`src/rtl/fpnew_pkg.sv`:
```
// Shared FPU types: exception flag set and sizing helper for the result reorder buffer.
package fpnew_pkg;

   typedef struct packed {
      logic NV;  // invalid
      logic DZ;  // divide by zero
      logic OF;  // overflow
      logic UF;  // underflow
      logic NX;  // inexact
   } status_t;

   // Tag width needed to carry a reorder slot ID through an opgroup block.
   function automatic int unsigned reorder_id_width(input int unsigned depth);
      return (depth <= 1) ? 1 : $clog2(depth);
   endfunction

endpackage

```
`src/rtl/fpnew_result_reorder.sv`:
```
// In-order result collector: hands out slot IDs at issue, accepts tagged results in any
// order and retires them strictly in allocation order.
module fpnew_result_reorder
   import fpnew_pkg::*;
#(
   parameter  int unsigned Width   = 32,
   parameter  int unsigned Depth   = 4,
   localparam int unsigned IdWidth = $clog2(Depth)
) (
   input  logic               clk_i,
   input  logic               rst_i,
   input  logic               flush_i,
   input  logic               alloc_valid_i,
   output logic               alloc_ready_o,
   output logic [IdWidth-1:0] alloc_id_o,
   input  logic               wb_valid_i,
   output logic               wb_ready_o,
   input  logic [IdWidth-1:0] wb_id_i,
   input  logic [Width-1:0]   wb_result_i,
   input  status_t            wb_status_i,
   input  logic               wb_ext_bit_i,
   output logic               out_valid_o,
   input  logic               out_ready_i,
   output logic [Width-1:0]   result_o,
   output status_t            status_o,
   output logic               extension_bit_o,
   output logic               wb_err_o,
   output logic               busy_o
);

   typedef struct packed {
      logic [Width-1:0] result;
      status_t          status;
      logic             ext_bit;
   } slot_t;

   logic [IdWidth:0]   head_q, tail_q;
   logic [Depth-1:0]   pending_q, done_q;
   slot_t              slot_q [Depth];
   logic               wb_err_q;

   logic [IdWidth-1:0] head_idx, tail_idx;
   logic               empty, full;
   logic               alloc_fire, retire_fire, wb_ok, wb_bad;

   assign head_idx = head_q[IdWidth-1:0];
   assign tail_idx = tail_q[IdWidth-1:0];
   assign empty    = (head_q == tail_q);
   assign full     = (head_idx == tail_idx) && (head_q[IdWidth] != tail_q[IdWidth]);

   // Ready looks only at the registered fullness: a same-cycle retire does not free a slot.
   assign alloc_ready_o = !full && !flush_i;
   assign alloc_id_o    = tail_idx;
   assign wb_ready_o    = 1'b1;

   assign out_valid_o     = !empty && done_q[head_idx];
   assign result_o        = slot_q[head_idx].result;
   assign status_o        = slot_q[head_idx].status;
   assign extension_bit_o = slot_q[head_idx].ext_bit;
   assign busy_o          = !empty;
   assign wb_err_o        = wb_err_q;

   assign alloc_fire  = alloc_valid_i && alloc_ready_o;
   assign retire_fire = out_valid_o && out_ready_i;
   assign wb_ok       = wb_valid_i && pending_q[wb_id_i] && !done_q[wb_id_i];
   assign wb_bad      = wb_valid_i && !wb_ok;

   // Alloc slot (tail), write-back slot and retire slot (head) never collide: tail==head
   // only when empty or full, and a write-back to a done head is rejected as illegal.
   always_ff @(posedge clk_i) begin
      if (rst_i || flush_i) begin
         pending_q <= '0;
         done_q    <= '0;
         head_q    <= '0;
         tail_q    <= '0;
         wb_err_q  <= 1'b0;
      end else begin
         if (alloc_fire) begin
            pending_q[tail_idx] <= 1'b1;
            done_q[tail_idx]    <= 1'b0;
            tail_q              <= tail_q + (IdWidth+1)'(1);
         end
         if (wb_ok) begin
            done_q[wb_id_i] <= 1'b1;
         end
         if (retire_fire) begin
            pending_q[head_idx] <= 1'b0;
            done_q[head_idx]    <= 1'b0;
            head_q              <= head_q + (IdWidth+1)'(1);
         end
         wb_err_q <= wb_bad;
      end
   end

   // Payload storage carries no reset; control bits alone decide what is visible.
   always_ff @(posedge clk_i) begin
      if (wb_ok && !flush_i && !rst_i) begin
         slot_q[wb_id_i] <= {wb_result_i, wb_status_i, wb_ext_bit_i};
      end
   end

endmodule

```
`config.mk`:
```
export PLATFORM = sky130hd
export DESIGN_NAME = fpnew_result_reorder
export DESIGN_NICKNAME = d
export VERILOG_FILES = /design/src/rtl/fpnew_pkg.sv /design/src/rtl/fpnew_result_reorder.sv
export SDC_FILE = /design/constraint.sdc
export NUM_CORES = 1
export LEC_CHECK = 0
export ABC_CLOCK_PERIOD_IN_PS = 14350
export BUFFER_PORTS_ARGS = -buffer_cell sky130_fd_sc_hd__buf_4
export CELL_PAD_IN_SITES_DETAIL_PLACEMENT = 1
export CELL_PAD_IN_SITES_GLOBAL_PLACEMENT = 1
export CORE_UTILIZATION = 50
export DETAILED_ROUTE_END_ITERATION = 10
export PLACE_DENSITY_LB_ADDON = 0.12
export RECOVER_POWER = 25
export SLEW_MARGIN = 10
export SYNTH_ARGS = -nofsm -noshare
export SYNTH_HDL_FRONTEND = slang
export SYNTH_SLANG_ARGS = --single-unit
export TNS_END_PERCENT = 30
```
`constraint.sdc`:
```
create_clock -name clk_i -period 14.35 [get_ports clk_i]
set_input_delay 1.435 -clock clk_i [delete_from_list [all_inputs] [get_ports clk_i]]
set_output_delay 1.435 -clock clk_i [all_outputs]
set_load 0.02 [all_outputs]
```
==> impl_results.md, run 1 <==
- RSZ-0062 raised after global routing: no
- Fraction of synthesized area in multiplexers: 13.8%
- Setup crit end kind: output pin
- Fmax: 257 MHz
- Setup Viol. Count Final: 0
- Hold_buf cts: 0
- Drt first pass iters: 4
- Area contributors post-synth: edfxtp_1, mux4_2, dfxtp_1
- Worst path most repeated cell: buf_4
- Leakage dissipation: 0.00260 uW
- Asr flop ratio synth: 0%
- Crit path buf inv count: 2
- Global Route Usage Sum: 21.5%
- FF-to-FF path depth: 5
- Worst path cell trace: buf_4, mux4_2, buf_4
- Longest Clk Path Bufs: 2
- Mapped Area: 6450 um^2
- Clock Skew: 0.0100 ns
- Wirelength per Cell: 22.5 um
- Max incr delay on CP: 0.70 ns
- Reg2reg setup slack: 12.10 ns
- Status: finished clean
- Sw Share: 18.9%
- Met3 WL: 611 um
- R2r startpoint: pending_q[3]
- R2r endpoint: slot_q[2][36]
- Largest net degree at the start of global routing: 39
- Total number of yosys warnings: 0
- Fraction of layout cells with a size suffix above 1: 35.0%
- ANT cells: 0
- Placeable Area: 12600 um^2
- DR iter-0 viols: 241
- Synth top cells by count: edfxtp_1, mux4_2, dfxtp_1, nor2_1, ha_1
- Htree depth: 4
- Worst-path maximum fanout: 22
- Pwr dens: 134 nW/um^2
- Max Cap Viol: 0
- Total gr overflow: 0
- WHS Path Cells: 2
- Final Max Tran Viols: 0
- Type of the most critical hold path: register to register
- Critical Path AT: 2.45 ns
- Post-Syn Instances: 307
- Max-Slew Margin vs Limit: 29.1%
- Final wirelength: 13200 um
- Final Instance Area: 7840 um^2
- Cell family with most CP delay: flip-flops
- CP startpoint kind: register
- Post-synthesis sequential area ratio: 76.1%
- Post-synthesis cell type count: 41
- Setup total negative slack: 0 ns
- Hold path startpoint: pending_q[3]
- Compound-Gate Fraction of Synth Area: 2.85%
- EDFF count, synth: 152
- DR top layer: met4
- Root Driver: clkbuf_16
- WS Path Type: register to output pin
- Met2 wire length: 6950 um
- Routed vias/inst: 5.51
- Slew @ Worst Pin: 1.06 ns
- # IOs: 91
- TritonCTS Buffers: 17
- Final #Nets: 458
- Ys flop type: edfxtp_1
- Adder-Cell Fraction of Synth Area: 1.55%
- CTS tree: done
- Largest family of logic cells by synthesized area: multiplexers
- Setup Buffers After CTS: 0
- Xor-xnor portion of the synthesized cell area: 0.951%
- Psw: 199 uW
- Sequential power share: 51.2%
- DP HPWL: 7490 um
- Area post-placement: 7300 um^2
- Via count: 3245
- Crit share post-route: 27.1%
- Clk slew on worst S/H paths: 0.06 ns
- # DRC: 0
- #FFs+latches synth: 169
- Syn_nets: 361
- Peak supply drop: 74.5 uV
- Min Tclk post-route: 3.89 ns
- Clk sink count: 169
- Simple-gate share of the synthesized area: 2.89%
- Clock network power share: 46.7%
- Area leader, netlist: edfxtp_1
- Antenna-violating nets left: 0
- Port bufs: 89
- CP required: 12.91 ns
- Effective utilization at floorplan: 51.1%
- Initial antenna violation count: 0
- Die X: 116 um
- First-pass GRT wire length: 20000 um
- Internal Pwr Total: 853 uW
- Avg Inst Size Synth: 21.0 um^2
- Post-CTS sizing: 0
- Area share of the largest cell type after synthesis: 70.8%
- Vias in the first global route: 3601
- Worst skew pair latency: 0.43 ns
- Die area: 13400 um^2
- Met1 WL: 5440 um
- CP max stage cell: dfxtp_2
- Area delta synth->final: 21.6%
- Logic gate share of total power: 2.1%
- Hold Path Sink: pending_q[3]
- Final Hold Fails: 0
- Most frequent cell after synthesis: edfxtp_1
- Routability cong.: 0.741
- Die Ht: 116 um
- Standard-cell rows: 41
## cell families (layout without fill, tap and decap cells)
kind of cell    count (synthesis)  count (layout)
compound gates                 24              24
fa+ha+maj                       8               8
other cells                     1               1
buf+inv                        23             133
mux                            40              40
simple gates                   35              35
flops                         169             169
xor+xnor                        7               7
## layer usage
layer | vias to the layer above | GRT usage, %
met5 | - | 0
met4 | 0 | 9.96
met3 | 15 | 5.65
met2 | 90 | 36.8
met1 | 1696 | 25.7
li1 | 1444 | -
## placed cells by master, fill, tap and decap left out, types with 7 or more instances in the layout
cell,n
edfxtp_1,152
buf_4,69
mux4_2,39
clkbuf_1,26
clkbuf_16,17
dfxtp_1,15
nor2_1,9
ha_1,8
inv_1,7
a21oi_1,7
## power groups by stage
stage,sequential (uW),clock [uW],combinational [uW]
2_1_floorplan,549,0,7.38
5_1_grt,539,514,24.4
3_5_place_dp,549,0,24.9
6_report,539,491,22.2
3_3_place_gp,549,0,23.3
4_1_cts,539,499,25.5
## sequential cells by signal (all words and copies together), names as in the netlist, named ones only
register and count:
done_q 4, head_q 3, pending_q 4, slot_q 152
tail_q 3, wb_err_o 1
## worst max-delay path by stage
stage | start | to | slack, ns | cells past startpoint
floorplan | wb_id_i[1] | slot_q[2][0] | 8.88 | 4
global placement | flush_i | slot_q[2][35] | 10.75 | 6
detailed placement | flush_i | slot_q[2][35] | 10.80 | 6
CTS | register | result_o[31] | 10.35 | 3
global route | register | result_o[5] | 10.25 | 3
finish | register | result_o[6] | 10.46 | 3
## tightest hold or removal path, stage by stage (launching register included)
cell and delay [ns]:
dfxtp_1 0.32, inv_1 0.05, a221oi_1 0.06
## area by class of cell
| type | instances | area [um^2] |
|---|---|---|
| flip-flops and latches | 169 | 4910 |
| repair buffers | 94 | 612 |
| inverters | 7 | 26.3 |
| well taps | 172 | 215 |
| clock buffers | 18 | 429 |
| multi-input cells | 115 | 1450 |
| fillers | 1117 | 4780 |
| clock inverters | 14 | 201 |
## metrics by stage
stage | hold WS, ns | setup slack (ns) | cells | total power [uW] | util [%]
3_3_place_gp | 0.457 | 10.75 | 557 | 572 | 57.9
6_report | 0.488 | 10.46 | 589 | 1050 | 62.1
3_5_place_dp | 0.465 | 10.80 | 557 | 574 | 57.9
4_1_cts | 0.491 | 10.35 | 589 | 1060 | 62.8
5_1_grt | 0.518 | 10.25 | 589 | 1080 | 62.1
2_1_floorplan | 0.442 | 8.88 | 307 | 557 | -
Power figures use the tool's default switching activity.
==> inputs of run 2 (changes only) <==
- ABC_CLOCK_PERIOD_IN_PS: 14350 -> 3300
- CORE_UTILIZATION: 50 -> 44
- clock period: 14.35 -> 3.3 ns (I/O delays scaled with it)
==> impl_results.md, run 2 (synthesis results as in run 1) <==
- Global Route Usage Sum: 17.5% (-4.0 points)
- TritonCTS Buffers: 17 (unchanged)
- RSZ-0062 raised after global routing: no
- Non-filler instance count after layout: 595 (+1.0%)
- Placed cells: 565 (+1.4%)
- Cell family with most CP delay: flip-flops
- Htree depth: 4 (unchanged)
- Status: finished clean
- Top flop regs: slot_q x152, done_q x4, pending_q x4
- WS Path Type: register to output pin
- Port bufs: 89 (unchanged)
- CTS tree: done
- Final wirelength: 12200 um (-7.6%)
- Largest net degree at the start of global routing: 39 (unchanged)
- Routability cong.: 0.751 (+1.4%)
- Routed vias/inst: 5.31 (-3.7%)
- CP max stage cell: dfxtp_4
- Crit share post-route: 73.9%
- Clock Skew: 0.00741 ns (-0.00261 ns)
- Vias in the first global route: 3475 (-3.5%)
- Effective utilization at floorplan: 45.7% (-5.4 points)
- Clk slew on worst S/H paths: 0.06 ns (about the same)
- Longest Clk Path Bufs: 2 (unchanged)
- Filler Cells Inserted: 1259 (+13%)
- Slew @ Worst Pin: 0.869 ns (-0.195 ns)
- Setup Buffers After CTS: 0 (unchanged)
- Area post-placement: 7330 um^2 (+0.43%)
- Placeable Area: 14100 um^2 (+12%)
- Die X: 123 um (+6.5%)
- Post-CTS sizing: 0 (unchanged)
- Clk sink count: 169 (unchanged)
- Commonest non-fill, non-tap cell in the layout: edfxtp_1
- Setup Viol. Count Final: 0 (unchanged)
- # IOs: 91 (unchanged)
- Peak supply drop: 364 uV (+390%)
- DP HPWL: 7720 um (+3.1%)
- Initial antenna violation count: 0 (unchanged)
- Via count: 3158 (-2.7%)
- Setup crit end kind: output pin
- Min Tclk post-route: 2.44 ns
- Wirelength per Cell: 20.6 um (-8.5%)
- Type of the most critical hold path: primary input to register
- Fraction of layout cells with a size suffix above 1: 34.5% (-0.55 points)
- Pwr dens: 549 nW/um^2 (+310%)
- Area delta synth->final: 20.7%
- First-pass GRT wire length: 18500 um (-7.4%)
- Antenna-violating nets left: 0 (unchanged)
- Max incr delay on CP: 0.86 ns (+0.16 ns)
- Die area: 15100 um^2 (+13%)
- Final Hold Fails: 0 (unchanged)
- Final Max Tran Viols: 0 (unchanged)
- Fmax: 410 MHz
- Critical Path AT: 2.11 ns (-0.34 ns)
- Drt first pass iters: 4 (unchanged)
- CP required: 2.97 ns (-9.94 ns)
- Worst skew pair latency: 0.41 ns (-0.02 ns)
- Largest reg by FF count: slot_q
- Most frequent cells in the layout: edfxtp_1, buf_4, mux4_2, clkbuf_1, clkbuf_16
- Worst path cell trace: mux4_2, buf_4
- Final #Nets: 458 (unchanged)
- DR iter-0 viols: 158 (-34%)
- Die Ht: 123 um (+6.5%)
- Max Cap Viol: 0 (unchanged)
- # DRC: 0 (unchanged)
- Max FFs per register: 152 (unchanged)
- Leakage dissipation: 0.00256 uW (-1.3%)
- Total gr overflow: 0 (unchanged)
- Hold_buf cts: 0 (unchanged)
- CP startpoint kind: register
- Crit path buf inv count: 1 (-1)
- Root Driver: clkbuf_16
- Worst-path maximum fanout: 38 (+73%)
- Max-Slew Margin vs Limit: 41.3% (+12 points)
- Standard-cell rows: 43 (+4.9%)
- Final Instance Area: 7780 um^2 (-0.75%)
- ANT cells: 0 (unchanged)
==> run 2: changes by cell type in the layout (fill, tap and decap cells not counted), sizes merged <==
cell / change
bufinv: -3
clkbuf: +2
clkinv: -1
==> run 2: power breakdown <==
group          leakage [uW]  switching (uW)  internal (uW)
Clock              0.000265             739           1100
Combinational      0.000792            58.4           37.8
Sequential          0.00151            3.38           2340
Total               0.00256             801           3470
==> run 2: worst reg2reg max path, stage by stage (launching register included) <==
cell     delay [ns]
dfxtp_1        0.35
nor3b_1        0.23
a21oi_1        0.08
a211o_1        0.41
nor3b_4        0.21
buf_4          0.51
==> run 2: per-stage QoR <==
stage / total power, uW / worst slack, ns / hold slack [ns] / utilization, % / TNS [ns]
after floorplan: 2420 / -1.06 / 0.429 / - / -71.95
after CTS: 4330 / 0.777 / 0.0970 / 55.8 / 0
after detailed placement: 2500 / 0.878 / 0.467 / 52.0 / 0
final: 4270 / 0.860 / 0.120 / 55.2 / 0
after global routing: 4390 / 0.691 / 0.108 / 55.2 / 0
after global placement: 2490 / 0.937 / 0.457 / 52.0 / 0
==> run 2: metal layers <==
layer,share of wire [%],global-route usage [%],vias up
li1,-,-,1437
met1,44,21.3,1639
met2,51,29.8,73
met3,3.5,4.47,9
met4,1.3,7.23,0
met5,0,0,-
==> run 2: layout make-up <==
| cell class | instances | area, um^2 | share of cell area [%] |
|---|---|---|---|
| well taps | 180 | 225 | 2.90 |
| clock buffers | 20 | 437 | 5.61 |
| clock inverters | 10 | 104 | 1.34 |
| flip-flops and latches | 169 | 4910 | 63.1 |
| multi-input cells | 115 | 1450 | 18.7 |
| repair buffers | 94 | 624 | 8.03 |
| inverters | 7 | 26.3 | 0.338 |
==> run 2: final timing paths <==
path                                      start       endpoint  slack, ns  depth (start not counted)
worst min register to register     pending_q[3]   pending_q[3]       0.48                          2
worst max-delay path                   register    result_o[4]       0.86                          2
worst min-delay path            wb_result_i[10]  slot_q[3][16]       0.12                          1
worst max register to register        done_q[1]  slot_q[2][14]       1.12                          5
